--- config.mk ---
export PLATFORM = sky130hd
export DESIGN_NAME = pipe_ctrl_flat
export DESIGN_NICKNAME = d
export VERILOG_FILES = /design/src/rtl/pipe_ctrl_pkg.sv /design/src/rtl/pipe_ctrl_if.sv /design/src/rtl/pipe_ctrl.sv /design/src/flat_wrapper.sv
export SDC_FILE = /design/constraint.sdc
export NUM_CORES = 1
export LEC_CHECK = 0
export ABC_AREA = 0
export CAP_MARGIN = 20
export CORE_UTILIZATION = 39
export DETAILED_ROUTE_END_ITERATION = 10
export PLACE_DENSITY = 0.94
export SETUP_SLACK_MARGIN = 0.3
export SYNTH_ARGS = -nofsm -noshare
export SYNTH_HDL_FRONTEND = slang
export SYNTH_SLANG_ARGS = --single-unit
--- constraint.sdc ---
create_clock -name clk -period 2.3 [get_ports clk]
set_input_delay 0.46 -clock clk [delete_from_list [all_inputs] [get_ports clk]]
set_output_delay 0.46 -clock clk [all_outputs]
set_load 0.02 [all_outputs]
--- src/rtl/pipe_ctrl_pkg.sv ---
// Shared definitions for the pipeline control unit.
// Latency: n/a (constants and types only).
// Backpressure: n/a.
//
// Contents: stop flags, per-stage stall vector encodings and the controller
// state type imported by the interface and the control module.
package pipe_ctrl_pkg;

    // Single-bit stop flags used when composing stall vectors.
    localparam logic STOP    = 1'b1;
    localparam logic NO_STOP = 1'b0;

    // Stall vector: [0] bubble into ID/EX, [1] hold PC + IF/ID,
    // [2] hold ID/EX + EX/MEM.
    localparam logic [2:0] STALL_NONE   = {NO_STOP, NO_STOP, NO_STOP};
    localparam logic [2:0] STALL_BUBBLE = {NO_STOP, STOP,    STOP};
    localparam logic [2:0] STALL_HOLD   = {STOP,    STOP,    NO_STOP};
    localparam logic [2:0] STALL_ALL    = {STOP,    STOP,    STOP};

    typedef enum logic [1:0] {
        ST_RUN      = 2'd0,
        ST_EXWAIT   = 2'd1,
        ST_DRAIN    = 2'd2,
        ST_REDIRECT = 2'd3
    } state_t;

endpackage

--- src/rtl/pipe_ctrl_if.sv ---
// Bundle of hazard/redirect requests and pipeline control outputs.
// Latency: n/a (wires only).
// Backpressure: n/a; trap_req_i is a level held until trap_ack_o.
//
// Modports: master = core side (drives requests, sees controls),
//           slave  = pipe_ctrl side (sees requests, drives controls).
interface pipe_ctrl_if #(
    parameter int CNT_W = 32
);
    import pipe_ctrl_pkg::*;

    logic             stallreq_id_i;
    logic             stallreq_ex_i;
    logic             stallreq_mem_i;
    logic             ex_branch_flag_i;
    logic [31:0]      ex_branch_addr_i;
    logic             trap_req_i;
    logic [31:0]      trap_addr_i;
    logic [2:0]       stalled_o;
    logic             flush_o;
    logic [31:0]      new_pc_o;
    logic             trap_ack_o;
    logic [CNT_W-1:0] stall_cnt_o;

    modport master (
        output stallreq_id_i, stallreq_ex_i, stallreq_mem_i,
        output ex_branch_flag_i, ex_branch_addr_i, trap_req_i, trap_addr_i,
        input  stalled_o, flush_o, new_pc_o, trap_ack_o, stall_cnt_o
    );

    modport slave (
        input  stallreq_id_i, stallreq_ex_i, stallreq_mem_i,
        input  ex_branch_flag_i, ex_branch_addr_i, trap_req_i, trap_addr_i,
        output stalled_o, flush_o, new_pc_o, trap_ack_o, stall_cnt_o
    );

endinterface

--- src/rtl/pipe_ctrl.sv ---
// Pipeline control: merges stalls, branch redirects and trap entry.
// Latency: stall/flush are same-cycle combinational; trap ack one cycle after request on idle bus.
// Backpressure: mem-not-ready holds the trap in DRAIN (bounded by DRAIN_MAX) before redirect.
//
// Ports: clk, rst (async active-low), bus (pipe_ctrl_if.slave) carrying the
// ID/EX/MEM stall requests, EX branch, CSR trap handshake, and the stall
// vector, flush strobe, redirect PC and saturating stall-cycle counter.
module pipe_ctrl
    import pipe_ctrl_pkg::*;
#(
    parameter int DRAIN_MAX = 15,
    parameter int CNT_W     = 32
) (
    input  logic        clk,
    input  logic        rst,
    pipe_ctrl_if.slave  bus
);

    localparam int DW = $clog2(DRAIN_MAX + 1);

    state_t           state, state_n;
    logic [DW-1:0]    drain_cnt, drain_n;
    logic [CNT_W-1:0] stall_cnt;

    logic [2:0]       stall_c;
    logic             flush_c;
    logic [31:0]      pc_c;
    logic             ack_c;

    always_comb begin
        stall_c = STALL_NONE;
        flush_c = 1'b0;
        pc_c    = 32'h0;
        ack_c   = 1'b0;
        state_n = state;
        drain_n = drain_cnt;
        case (state)
            ST_RUN: begin
                if (bus.trap_req_i) begin
                    // Stop fetch and let older instructions finish; the trap
                    // redirect (and flush of younger ones) happens in REDIRECT.
                    stall_c = STALL_BUBBLE;
                    if (bus.stallreq_mem_i) begin
                        state_n = ST_DRAIN;
                        drain_n = '0;
                    end else begin
                        state_n = ST_REDIRECT;
                    end
                end else if (bus.stallreq_mem_i) begin
                    // Holding ID/EX already covers the load-use case, so no bubble.
                    stall_c = STALL_HOLD;
                end else if (bus.ex_branch_flag_i) begin
                    flush_c = 1'b1;
                    pc_c    = bus.ex_branch_addr_i;
                end else if (bus.stallreq_ex_i) begin
                    stall_c = STALL_HOLD;
                    state_n = ST_EXWAIT;
                end else if (bus.stallreq_id_i) begin
                    stall_c = STALL_BUBBLE;
                end
            end
            ST_EXWAIT: begin
                // Branches and traps are deliberately ignored until back in RUN.
                if (bus.stallreq_ex_i) begin
                    stall_c = STALL_HOLD;
                end else begin
                    state_n = ST_RUN;
                end
            end
            ST_DRAIN: begin
                stall_c = STALL_ALL;
                drain_n = drain_cnt + DW'(1);
                // Timeout guarantees forward progress if the bus never frees.
                if (!bus.stallreq_mem_i || drain_cnt == DW'(DRAIN_MAX)) begin
                    state_n = ST_REDIRECT;
                end
            end
            ST_REDIRECT: begin
                flush_c = 1'b1;
                pc_c    = bus.trap_addr_i;
                ack_c   = 1'b1;
                state_n = ST_RUN;
            end
            default: begin
                state_n = ST_RUN;
            end
        endcase
    end

    always_ff @(posedge clk or negedge rst) begin
        if (!rst) begin
            state     <= ST_RUN;
            drain_cnt <= '0;
            stall_cnt <= '0;
        end else begin
            state     <= state_n;
            drain_cnt <= drain_n;
            if (stall_c != STALL_NONE && stall_cnt != {CNT_W{1'b1}}) begin
                stall_cnt <= stall_cnt + CNT_W'(1);
            end
        end
    end

    assign bus.stalled_o   = stall_c;
    assign bus.flush_o     = flush_c;
    assign bus.new_pc_o    = pc_c;
    assign bus.trap_ack_o  = ack_c;
    assign bus.stall_cnt_o = stall_cnt;

endmodule

--- src/flat_wrapper.sv ---
// flat-port wrapper written by rule: the top's interface ports become plain ports
module pipe_ctrl_flat import pipe_ctrl_pkg::*;
#(
    parameter int DRAIN_MAX = 15,
    parameter int CNT_W     = 32
)
  (clk, rst, bus_stallreq_id_i, bus_stallreq_ex_i, bus_stallreq_mem_i, bus_ex_branch_flag_i, bus_ex_branch_addr_i, bus_trap_req_i, bus_trap_addr_i, bus_stalled_o, bus_flush_o, bus_new_pc_o, bus_trap_ack_o, bus_stall_cnt_o);
  pipe_ctrl_if #(.CNT_W(CNT_W)) bus_i ();
  input  logic clk;
  input  logic rst;
  input wire logic [$bits(bus_i.stallreq_id_i)-1:0] bus_stallreq_id_i;
  input wire logic [$bits(bus_i.stallreq_ex_i)-1:0] bus_stallreq_ex_i;
  input wire logic [$bits(bus_i.stallreq_mem_i)-1:0] bus_stallreq_mem_i;
  input wire logic [$bits(bus_i.ex_branch_flag_i)-1:0] bus_ex_branch_flag_i;
  input wire logic [$bits(bus_i.ex_branch_addr_i)-1:0] bus_ex_branch_addr_i;
  input wire logic [$bits(bus_i.trap_req_i)-1:0] bus_trap_req_i;
  input wire logic [$bits(bus_i.trap_addr_i)-1:0] bus_trap_addr_i;
  output wire logic [$bits(bus_i.stalled_o)-1:0] bus_stalled_o;
  output wire logic [$bits(bus_i.flush_o)-1:0] bus_flush_o;
  output wire logic [$bits(bus_i.new_pc_o)-1:0] bus_new_pc_o;
  output wire logic [$bits(bus_i.trap_ack_o)-1:0] bus_trap_ack_o;
  output wire logic [$bits(bus_i.stall_cnt_o)-1:0] bus_stall_cnt_o;
  assign bus_i.stallreq_id_i = bus_stallreq_id_i;
  assign bus_i.stallreq_ex_i = bus_stallreq_ex_i;
  assign bus_i.stallreq_mem_i = bus_stallreq_mem_i;
  assign bus_i.ex_branch_flag_i = bus_ex_branch_flag_i;
  assign bus_i.ex_branch_addr_i = bus_ex_branch_addr_i;
  assign bus_i.trap_req_i = bus_trap_req_i;
  assign bus_i.trap_addr_i = bus_trap_addr_i;
  assign bus_stalled_o = bus_i.stalled_o;
  assign bus_flush_o = bus_i.flush_o;
  assign bus_new_pc_o = bus_i.new_pc_o;
  assign bus_trap_ack_o = bus_i.trap_ack_o;
  assign bus_stall_cnt_o = bus_i.stall_cnt_o;
  pipe_ctrl #(.DRAIN_MAX(DRAIN_MAX), .CNT_W(CNT_W)) u_core (.clk(clk), .rst(rst), .bus(bus_i));
endmodule
**Word-level counts from Yosys, hierarchy flattened**

Index checks and enable logic that the tools add are counted.

- Register bits: 38
- Input port bits: 71
- Output and inout bits: 69

- $add $sub $neg: 2
- Equality and inequality tests: 12
- Muxes and demuxes: 27
- Reductions and logical operators: 8

Operators by type and width:

| operator | number |
|---|---|
| 2-to-1 mux 32 bit | 3 |
| one-hot mux 32 bit (2 select lines) | 1 |
| adder 32 x 1 -> 32 bit, second input constant | 1 |
| != test 32 bit, second input constant | 1 |
| 2-to-1 mux 3 bit | 5 |
| 2-to-1 mux 2 bit | 7 |
| != test 3 bit, second input constant | 3 |
| one-hot mux 3 bit (3 select lines) | 1 |
| 2-to-1 mux 4 bit | 2 |
| one-hot mux 2 bit (4 select lines) | 1 |
| one-hot mux 4 bit (2 select lines) | 1 |
| != test 2 bit, second input constant | 3 |
| 2-to-1 mux 1 bit | 5 |
| AND reduction 5 bit | 1 |
| adder 4 x 1 -> 4 bit, second input constant | 1 |
| equality test 2 bit, second input constant | 2 |
| equality test 4 bit, second input constant | 1 |
| AND reduction 3 bit | 1 |
| nonzero test 3 bit | 1 |
| equality test 2 x 1 -> 1 bit, second input constant | 1 |
| logical NOT 2 bit | 1 |
| != test 2 x 1 -> 1 bit, second input constant | 1 |
| one-hot mux 1 bit (2 select lines) | 1 |
| nonzero test 2 bit | 1 |
| other kinds (3) | 3 |

**Depth between registers and ports, before layout**

Gate-level depths: netlist (run 1).

- Depth after elaboration: 8
- Gate-level depth with buffers: 10

**Least setup slack after synthesis (run 1)**

OpenSTA, ideal clock, no wires.

- Path kind: register -> output
- Start point: register u_core.state[1]
- End point: output port bus_new_pc_o[0]
- Arrival time: 1.955 ns
- Required time: 1.840 ns
- Setup slack: -0.115 ns
- Cell stages (with the launch flop): 9
- Path buffers: 2
- Path through: dfrtp_1 inv_1 ha_1 nor2b_1 and3b_1 clkbuf_1 clkbuf_1 a22oi_1 nor2_1

- Word-level cells in the longest chain between the ends: 2
- Elaborated cells between the ends (all ways): 3

Ends and longest elaborated chain:

| what | line | source |
|---|---|---|
| from (decl) | pipe_ctrl.sv:21 | `state_t state, state_n;` |
| from (signal assigned) | pipe_ctrl.sv:96 | `state <= state_n;` |
| equality test 2 bit or logical NOT 2 bit (tied branches) | pipe_ctrl.sv:37 | `case (state)` |
| one-hot mux 32 bit (2 select lines) (*) | pipe_ctrl.sv:37 |  |
| to (decl) | flat_wrapper.sv:20 | `output wire logic [$bits(bus_i.new_pc_o)-1:0] bus_new_pc_o;` |

Mark *: on every way between the ends. The rest lies on a longest branch, timed or not.

**Worst setup path in the final report (run 1)**

- Start point: register u_core.state[0]
- End point: output port bus_new_pc_o[26]

Same word-level chain as after synthesis.

==> impl_metrics.toml, run 1 <==
[cells_and_area]
n_antenna_cell = 0
fillers = 280
nNetsFinal = 522
drive_above_1_share_pct = 45.3
layout_commonest_cell = "clkdlybuf4s50_1"
layout_common_cells = "96 x clkdlybuf4s50_1, 47 x buf_6, 38 x dfrtp_1"
area_delta_synth_final_pct = 106
stdcell_count = 521

[pwr]
irDropWorstVdd_uv = 895
totalPowerFinal_mw = 4.82
p_leak_nw = 2.05
power.density_nw_per_um2 = 950

[die]
dieArea_um2 = 6650
die_h_um = 81.5
num_rows = 28
core-area_um2 = 6030
initial_core_util_pct = 40.9
ios = 140
die_w_um = 81.5

[clock_network]
cts_inserted_buffers = 5
hold_buffers = 0
cts_sinks = 38
clkSlewWorstSetupHoldPaths_ps = 90
cts_tree = "done"
clk_latency_ps = 310
cts.path.max_buffers = 2
htree_levels = 2
cts-root-buf = "clkbuf_8"

[synthesis]
yosysWarnings = 0
synth_compound_area_share_pct = 15.7
synth_xor_area_share_pct = 11.0
synthSimpleGateAreaFrac_pct = 26.9
ys_ff_latch = 38
synth_ff_type = "dfrtp_1"
synthMuxAreaShare_pct = 0.913
synthCells = 275
netlist_area_um2 = 2470
synth_top_family_by_area = "simple AND/OR/NAND/NOR gates"
ys_seq_area_share_pct = 38.6
synth_fa_ha_area_share_pct = 3.04
synth.distinct_cells = 41
synth_edf_count = 0
syn_area_per_cell_um2 = 8.97
async_flop_share_pct = 100
synth.net_count = 352

[worst_hold_path]
hold_path.class = "in -> async"

[grt]
grt_max_degree = 39
overflow = 0
grt_pass1_vias = 3101
antenna_found_initial = 0
grt_pass1_wl_mm = 15.1
grt_usage_pct = 30.3

[setup_path]
cp_slowest_cell = "dfrtp_1"
critical_path_required_ps = 1840
start_kind = "flip-flop"
arrival_ps = 1980
critPathKind = "reg -> out"
endpoint_kind = "output pin"
slowest_delay_ps = 410
critical_path.cell_chain = "inv_2 > ha_4 > nor2b_4 > and3b_2 > buf_12 > buf_16 > a22oi_2 > nor2_1 > buf_4"
cp_max_fo = 8

[drt]
num_vias = 3027
wl_per_cell_um = 21.3
via_per_inst = 5.81
drtAntennaViolNets = 0
drtIter0Drc = 145
first_pass_iters = 4
routed_wl_mm = 11.1
drc = 0

[sta]
fin_worst_skew_ps = 8.64
max_freq_mhz = 409
hold_viol = 0
finalWorstSetupSlack_ps = -143
rsz0062_at_grt = "yes"
slew_headroom_pct = 42.8
setup_viol = 36
fin_crit_ps = 2440
slew_viol_final = 0
worstMarginPinSlew_ps = 857
period_share_pct = 106

[placed_design]
portBuffers = 139
place_ws_ps = -419
place_inst = 490
gp_congestion = 0.793
dp_hpwl_mm = 5.92

[flow_run]
maxCapViolCount = 0

[run_status]
outcome = "finished with violations"
violations = "setup timing"
[state kept, by name (all words and copies together) (netlist names)]
signal                  flops
u_core.bus.stall_cnt_o     32
u_core.drain_cnt            4
u_core.state                2
[where the power goes]
group	internal (mW)	switching, mW
clock network	0.323	0.269
logic	1.66	1.67
registers	0.762	0.143
[stage by stage]
step                hold WS [ps]  utilization [%]  TNS [ps]  area, um2
floorplan                    164                -         0       2580
global placement             487             68.5    -14880       4130
detailed placement           500             68.5    -17420       4130
CTS                          281             79.7     -1780       4800
global route                 305             84.2     -7870       5070
finish                       257             84.2     -3200       5070
[logic make-up after synthesis]
| group | Yosys count |
|---|---|
| compound gates | 51 |
| simple gates | 127 |
| flops | 38 |
| buf+inv | 20 |
| fa+ha+maj | 6 |
| xor+xnor | 31 |
| mux | 2 |
[Yosys cell counts, types with 5 or more instances]
library cell	count	share of area (%)
nor2_1	46	7.0
dfrtp_1	38	39
a22oi_1	32	9.7
xnor2_1	24	8.5
nand2_1	21	3.2
nand4_1	18	4.6
clkbuf_1	13	2.0
nand3_1	13	2.6
xor2_1	7	2.5
ha_1	6	3.0
and3_1	5	1.3
nor3_1	5	1.0
o21ai_0	5	1.0
[final timing paths]
path	start	endpoint	slack (ps)	depth (start not counted)
worst max-delay path	u_core.state[0]	bus_new_pc_o[26]	-140	9
worst min-delay path	rst	u_core.bus.stall_cnt_o[5]	260	1
worst max register to register	u_core.state[0]	u_core.bus.stall_cnt_o[12]	-20	12
worst min register to register	u_core.bus.stall_cnt_o[10]	u_core.bus.stall_cnt_o[10]	530	1
max in group asynchronous	rst	u_core.bus.stall_cnt_o[30]	1500	1
min in group clk	u_core.bus.stall_cnt_o[10]	u_core.bus.stall_cnt_o[10]	530	1
[what timing repair did]
action / in CTS / in global routing
endpoints found under the setup margin: 67 / 68
pin swaps: 60 / 59
gates cloned: 6 / 0
gates resized for setup: 290 / 45
endpoints found under the hold margin: 0 / 0
buffers inserted: 7 / 10
[routing by layer]
metal	GRT usage, %	up-vias	part of all wire [%]
met5	0	-	0
met4	12.5	0	4.2
met3	6.11	43	5.8
met2	58.3	169	56
met1	31.4	1481	34
li1	-	1334	-
[worst max-delay path: cells and delay by family (launching register included)]
kind            cells  cell delay [ps]
buf+inv             4              540
fa+ha+maj           1              150
simple gates        3              530
compound gates      1               50
flops               1              410
[final cells by class]
class                           count  area (um2)  area share [%]
Clock buffer                        5        68.8            1.36
Sequential cell                    38         951            18.7
Inverter                            3        11.3           0.222
Tap cell                           75        93.8            1.85
Clock inverter                      3        45.0           0.888
Multi-Input combinational cell    220        2030            40.1
Timing Repair Buffer              177        1870            36.9
Power figures use the tool's default switching activity.
==> run 2, diff against run 1 <==
--- a/config.mk
+++ b/config.mk
@@ -9,7 +9,7 @@
 export CAP_MARGIN = 20
 export CORE_UTILIZATION = 39
 export DETAILED_ROUTE_END_ITERATION = 10
-export PLACE_DENSITY = 0.94
+export PLACE_DENSITY = 0.86
 export SETUP_SLACK_MARGIN = 0.3
 export SYNTH_ARGS = -nofsm -noshare
 export SYNTH_HDL_FRONTEND = slang
==> run 2 against run 1 <==
  * The run still ends with setup timing left
  * Total power decreased by 2.6%
  * Design area decreased by 0.99%
  * Via count decreased by 3.1%
  * Global-route usage decreased by 1.9 points
  * Largest cell class unchanged
==> impl_metrics.toml, run 2 (synthesis gave the netlist of run 1 again) <==
[cells_and_area]
fillers = 320
nNetsFinal = 522
layout_common_cells = "97 x clkdlybuf4s50_1, 38 x dfrtp_1, 37 x buf_6"
area_delta_synth_final_pct = 104
seqCellArea_um2 = 951
multi_input_area_um2 = 1940
final_util_pct = 83.4
drive_above_1_share_pct = 42.8
layout_commonest_cell = "clkdlybuf4s50_1"
largest_reg_flops = 32

[setup_path]
r2r_slack_ps = -10
arrival_ps = 1910
endpoint_kind = "output pin"
cp_slowest_cell = "dfrtp_1"
cp_max_fo = 8
r2r_end = "u_core.bus.stall_cnt_o[12]"
critical_path.cell_chain = "inv_2 > ha_4 > nor2b_4 > and3b_2 > buf_6 > buf_16 > a22oi_2 > nor2_2 > buf_6"
critPathKind = "reg -> out"
r2r_start = "u_core.state[1]"
slowest_delay_ps = 400
start_kind = "flip-flop"
critical_path_required_ps = 1840
reg2reg_depth = 13
crit_path_frequent_cell = "buf_6"

[sta]
rsz0062_at_grt = "yes"
fin_crit_ps = 2370
max_freq_mhz = 422
period_share_pct = 103
tns_ps = -801
slew_headroom_pct = 65.2
finalWorstSetupSlack_ps = -69.6
hold_viol = 0
setup_viol = 20
worstMarginPinSlew_ps = 518
fin_worst_skew_ps = 3.07
holdWs_ps = 509
slew_viol_final = 0

[grt]
grt_usage_pct = 28.4
grt_max_degree = 39
overflow = 0
grt_pass1_wl_mm = 14.4
grt_pass1_vias = 3078
antenna_found_initial = 1

[die]
die_w_um = 81.5
core-area_um2 = 6030
die_h_um = 81.5
ios = 140
dieArea_um2 = 6650
num_rows = 28
initial_core_util_pct = 40.9

[worst_hold_path]
hold_end = "u_core.bus.stall_cnt_o[10]"
hold_path.class = "reg -> reg"
hold_path_depth = 1
hp-start = "u_core.bus.stall_cnt_o[10]"

[clock_network]
cts_tree = "done"
cts_sinks = 38
cts_inserted_buffers = 5
clkSlewWorstSetupHoldPaths_ps = 70
hold_buffers = 0
cts-root-buf = "clkbuf_8"
htree_levels = 2
clk_latency_ps = 280
cts.path.max_buffers = 2

[drt]
drtAntennaViolNets = 0
routed_wl_mm = 9.63
wl_met1_mm = 3.24
wl_met3_um = 720
drtIter0Drc = 115
wl_met2_mm = 5.32
drc = 0
first_pass_iters = 5
num_vias = 2932
topRoutingLayerUsed = "met4"
via_per_inst = 5.62
wl_per_cell_um = 18.4

[flow_run]
maxCapViolCount = 0

[placed_design]
dp_hpwl_mm = 6.06
portBuffers = 139
gp_congestion = 0.845

[pwr]
power.density_nw_per_um2 = 935
p_leak_nw = 2.08
irDropWorstVdd_uv = 1010

[run_status]
outcome = "finished with violations"
violations = "setup timing"
[run 2: cell count changes in the layout (fill, tap and decap cells not counted), moves of 3 or more]
cell and change:
a22oi_1 +5, nand3_4 -3, nand2_2 -3, o21a_4 -3, buf_12 +3, a22oi_2 -5
nand2_4 +4, buf_4 +8, nand3_2 +3, buf_6 -10
[run 2: repair_timing]
item,in CTS,in global routing
endpoints found under the setup margin,68,67
gates cloned,4,0
buffers inserted,7,6
resized for setup,290,25
pin swaps,43,28
[run 2: power breakdown]
| group | total, mW | switching (mW) | internal [mW] |
|---|---|---|---|
| combinational | 3.35 | 1.61 | 1.73 |
| sequential | 0.885 | 0.121 | 0.763 |
| clock | 0.465 | 0.223 | 0.242 |
[run 2: area by class of cell]
cell class	count	area share [%]
flip-flops and latches	38	18.9
inverters	3	0.224
well taps	75	1.87
multi-input cells	217	38.7
clock buffers	7	1.72
diodes	1	0.0498
clock inverters	1	0.0996
repair buffers	180	38.4
[run 2: how the worst max path moves through the flow]
| stage | cells past startpoint | endpoint | startpoint |
|---|---|---|---|
| global route | 9 | bus_new_pc_o[13] | u_core.state[1] |
| finish | 9 | bus_new_pc_o[22] | u_core.state[1] |
| CTS | 9 | bus_new_pc_o[27] | u_core.state[0] |
| global placement | 7 | bus_new_pc_o[8] | bus_trap_req_i |
| floorplan | 8 | bus_new_pc_o[0] | u_core.state[1] |
| detailed placement | 7 | bus_new_pc_o[8] | bus_trap_req_i |
[run 2: per-stage QoR]
stage	worst slack [ps]	total power [mW]	instances	instance area, um2
floorplan	168	2.24	275	2580
global placement	-443	3.22	496	4200
detailed placement	-458	3.27	496	4200
CTS	-16.3	4.45	515	4850
global route	-137	4.92	522	5020
finish	-69.6	4.70	522	5020
[run 2: critical path, delay by kind of cell, from the launching register on]
kind / cells / cell delay [ps]
compound gates: 1 / 60
fa+ha+maj: 1 / 140
buf+inv: 4 / 500
flops: 1 / 400
simple gates: 3 / 520
[run 2: metal layers]
layer / GRT usage [%] / vias up
li1: - / 1324
met1: 28.3 / 1414
met2: 55.2 / 160
met3: 6.44 / 34
met4: 12.3 / 0
met5: 0 / -
==> run 3, diff against run 2 <==
--- a/config.mk
+++ b/config.mk
@@ -7,6 +7,7 @@
 export LEC_CHECK = 0
 export ABC_AREA = 0
 export CAP_MARGIN = 20
+export CORE_MARGIN = 2
 export CORE_UTILIZATION = 39
 export DETAILED_ROUTE_END_ITERATION = 10
 export PLACE_DENSITY = 0.86
==> run 3 against run 2 <==
  * The flow still finishes with violations (setup timing)
  * First-iteration DRC count increased by 26%
  * Clock skew increased by 4.7 ps
  * Sequential share of layout area decreased by 0.075 points
  * Maximum frequency decreased by 1.1%
  * Flip-flop and latch count unchanged
  * Non-clock buffer count increased by 9
  * Largest power group unchanged
==> impl_metrics.toml, run 3 (synthesis gave the netlist of run 1 again) <==
[run_status]
outcome = "finished with violations"
violations = "setup timing"

[die]
core-area_um2 = 6030
dieArea_um2 = 6980
num_rows = 28
initial_core_util_pct = 40.9
die_h_um = 83.5
ios = 140
die_w_um = 83.5

[setup_path]
arrival_ps = 1940
critPathKind = "reg -> out"
endpoint_kind = "output pin"
cp_max_fo = 8
start_kind = "flip-flop"
critical_path_required_ps = 1840

[clock_network]
clk_latency_ps = 290
cts_inserted_buffers = 5
hold_buffers = 0
cts-root-buf = "clkbuf_8"
htree_levels = 2
cts.path.max_buffers = 2
clkSlewWorstSetupHoldPaths_ps = 70
cts_sinks = 38
cts_tree = "done"

[sta]
rsz0062_at_grt = "yes"
setup_viol = 30
slew_viol_final = 0
tns_ps = -1290
hold_viol = 0
finalWorstSetupSlack_ps = -95.1
fin_worst_skew_ps = 7.77
fin_crit_ps = 2400
period_share_pct = 104
max_freq_mhz = 418
worstMarginPinSlew_ps = 462
slew_headroom_pct = 69.2

[drt]
routed_wl_mm = 10.1
num_vias = 2966
via_per_inst = 5.60
drc = 0
drtIter0Drc = 145
wl_per_cell_um = 19.1
first_pass_iters = 4
drtAntennaViolNets = 0

[cells_and_area]
largest_reg_flops = 32
nNetsFinal = 531
area_delta_synth_final_pct = 105
n_antenna_cell = 0
layout_commonest_cell = "clkdlybuf4s50_1"
final_util_pct = 83.7
drive_above_1_share_pct = 43.1
layout_common_cells = "97 x clkdlybuf4s50_1, 46 x buf_6, 38 x dfrtp_1"

[grt]
gr-usage-met2_pct = 50.8
grt_pass1_wl_mm = 15.3
grt_pass1_vias = 3179
grt_busiest_layer = "met2"
use_met1_pct = 26.7
grt_max_degree = 39
use_met3_pct = 8.41
antenna_found_initial = 0
grt_usage_pct = 27.1
overflow = 0

[placed_design]
portBuffers = 139
gp_congestion = 0.854
dp_hpwl_mm = 6.26

[pwr]
power.density_nw_per_um2 = 945
p_leak_nw = 2.10
irDropWorstVdd_uv = 737

[worst_hold_path]
hold_path.class = "reg -> reg"

[flow_run]
maxCapViolCount = 0
[run 3: changes by cell type in the layout (fill, tap and decap cells not counted), sizes merged]
cell,previous run,this run
bufbuf,1,0
clkdlybuf4s15,1,0
dlymetal6s2s,0,3
diode,1,0
buf,77,87
dlygate4sd2,4,2
[run 3: critical path, cell delays in order (launching register included)]
cell	delay (ps)
dfrtp_1	370
inv_2	70
ha_4	160
nor2b_4	120
and3b_2	230
buf_6	140
buf_16	140
a22oi_2	190
nor2_2	70
buf_6	130
[run 3: repair_timing]
action / in CTS / in global routing
resized for setup: 271 / 46
cloned: 5 / 0
pin swaps: 36 / 28
setup buffers: 8 / 11
hold endpoints to repair: 0 / 0
setup endpoints to repair: 68 / 71
[run 3: worst paths after layout]
path | from | cells past startpoint | end | slack, ps
worst min-delay path | u_core.bus.stall_cnt_o[10] | 1 | u_core.bus.stall_cnt_o[10] | 500
worst max-delay path | u_core.state[0] | 9 | bus_new_pc_o[17] | -100
min in group asynchronous | rst | 2 | u_core.bus.stall_cnt_o[4] | 590
max in group asynchronous | rst | 2 | u_core.bus.stall_cnt_o[28] | 1390
worst max register to register | u_core.state[0] | 12 | u_core.bus.stall_cnt_o[29] | -100
worst min register to register | u_core.bus.stall_cnt_o[10] | 1 | u_core.bus.stall_cnt_o[10] | 500
[run 3: per-stage QoR]
stage | setup slack, ps | total power, mW | cell area [um2] | std cells | hold WS [ps]
after floorplan | 168 | 2.24 | 2580 | 275 | 164
after CTS | -37.4 | 4.30 | 4790 | 519 | 497
after global routing | -170 | 4.98 | 5040 | 530 | 517
after detailed placement | -466 | 3.31 | 4220 | 498 | 489
final | -95.1 | 4.77 | 5040 | 530 | 502
after global placement | -438 | 3.25 | 4220 | 498 | 487
[run 3: area by class of cell]
class / instances / area (um2)
clock buffer: 7 / 86.3
clock inverter: 1 / 5.00
fill: 321 / 981
inverter: 3 / 11.3
multi-input combinational: 217 / 1870
sequential: 38 / 951
tap: 75 / 93.8
timing repair buffer: 189 / 2030
[run 3: power breakdown]
| group | switching, mW | total [mW] | internal, mW | leakage (nW) |
|---|---|---|---|---|
| sequential | 0.125 | 0.888 | 0.764 | 0.515 |
| combinational | 1.61 | 3.42 | 1.80 | 1.54 |
| clock | 0.223 | 0.464 | 0.242 | 0.0482 |
[run 3: per-layer routing]
metal	wire length [um]	vias up
li1	-	1345
met1	3500	1445
met2	5520	146
met3	693	30
met4	408	0
met5	0	-
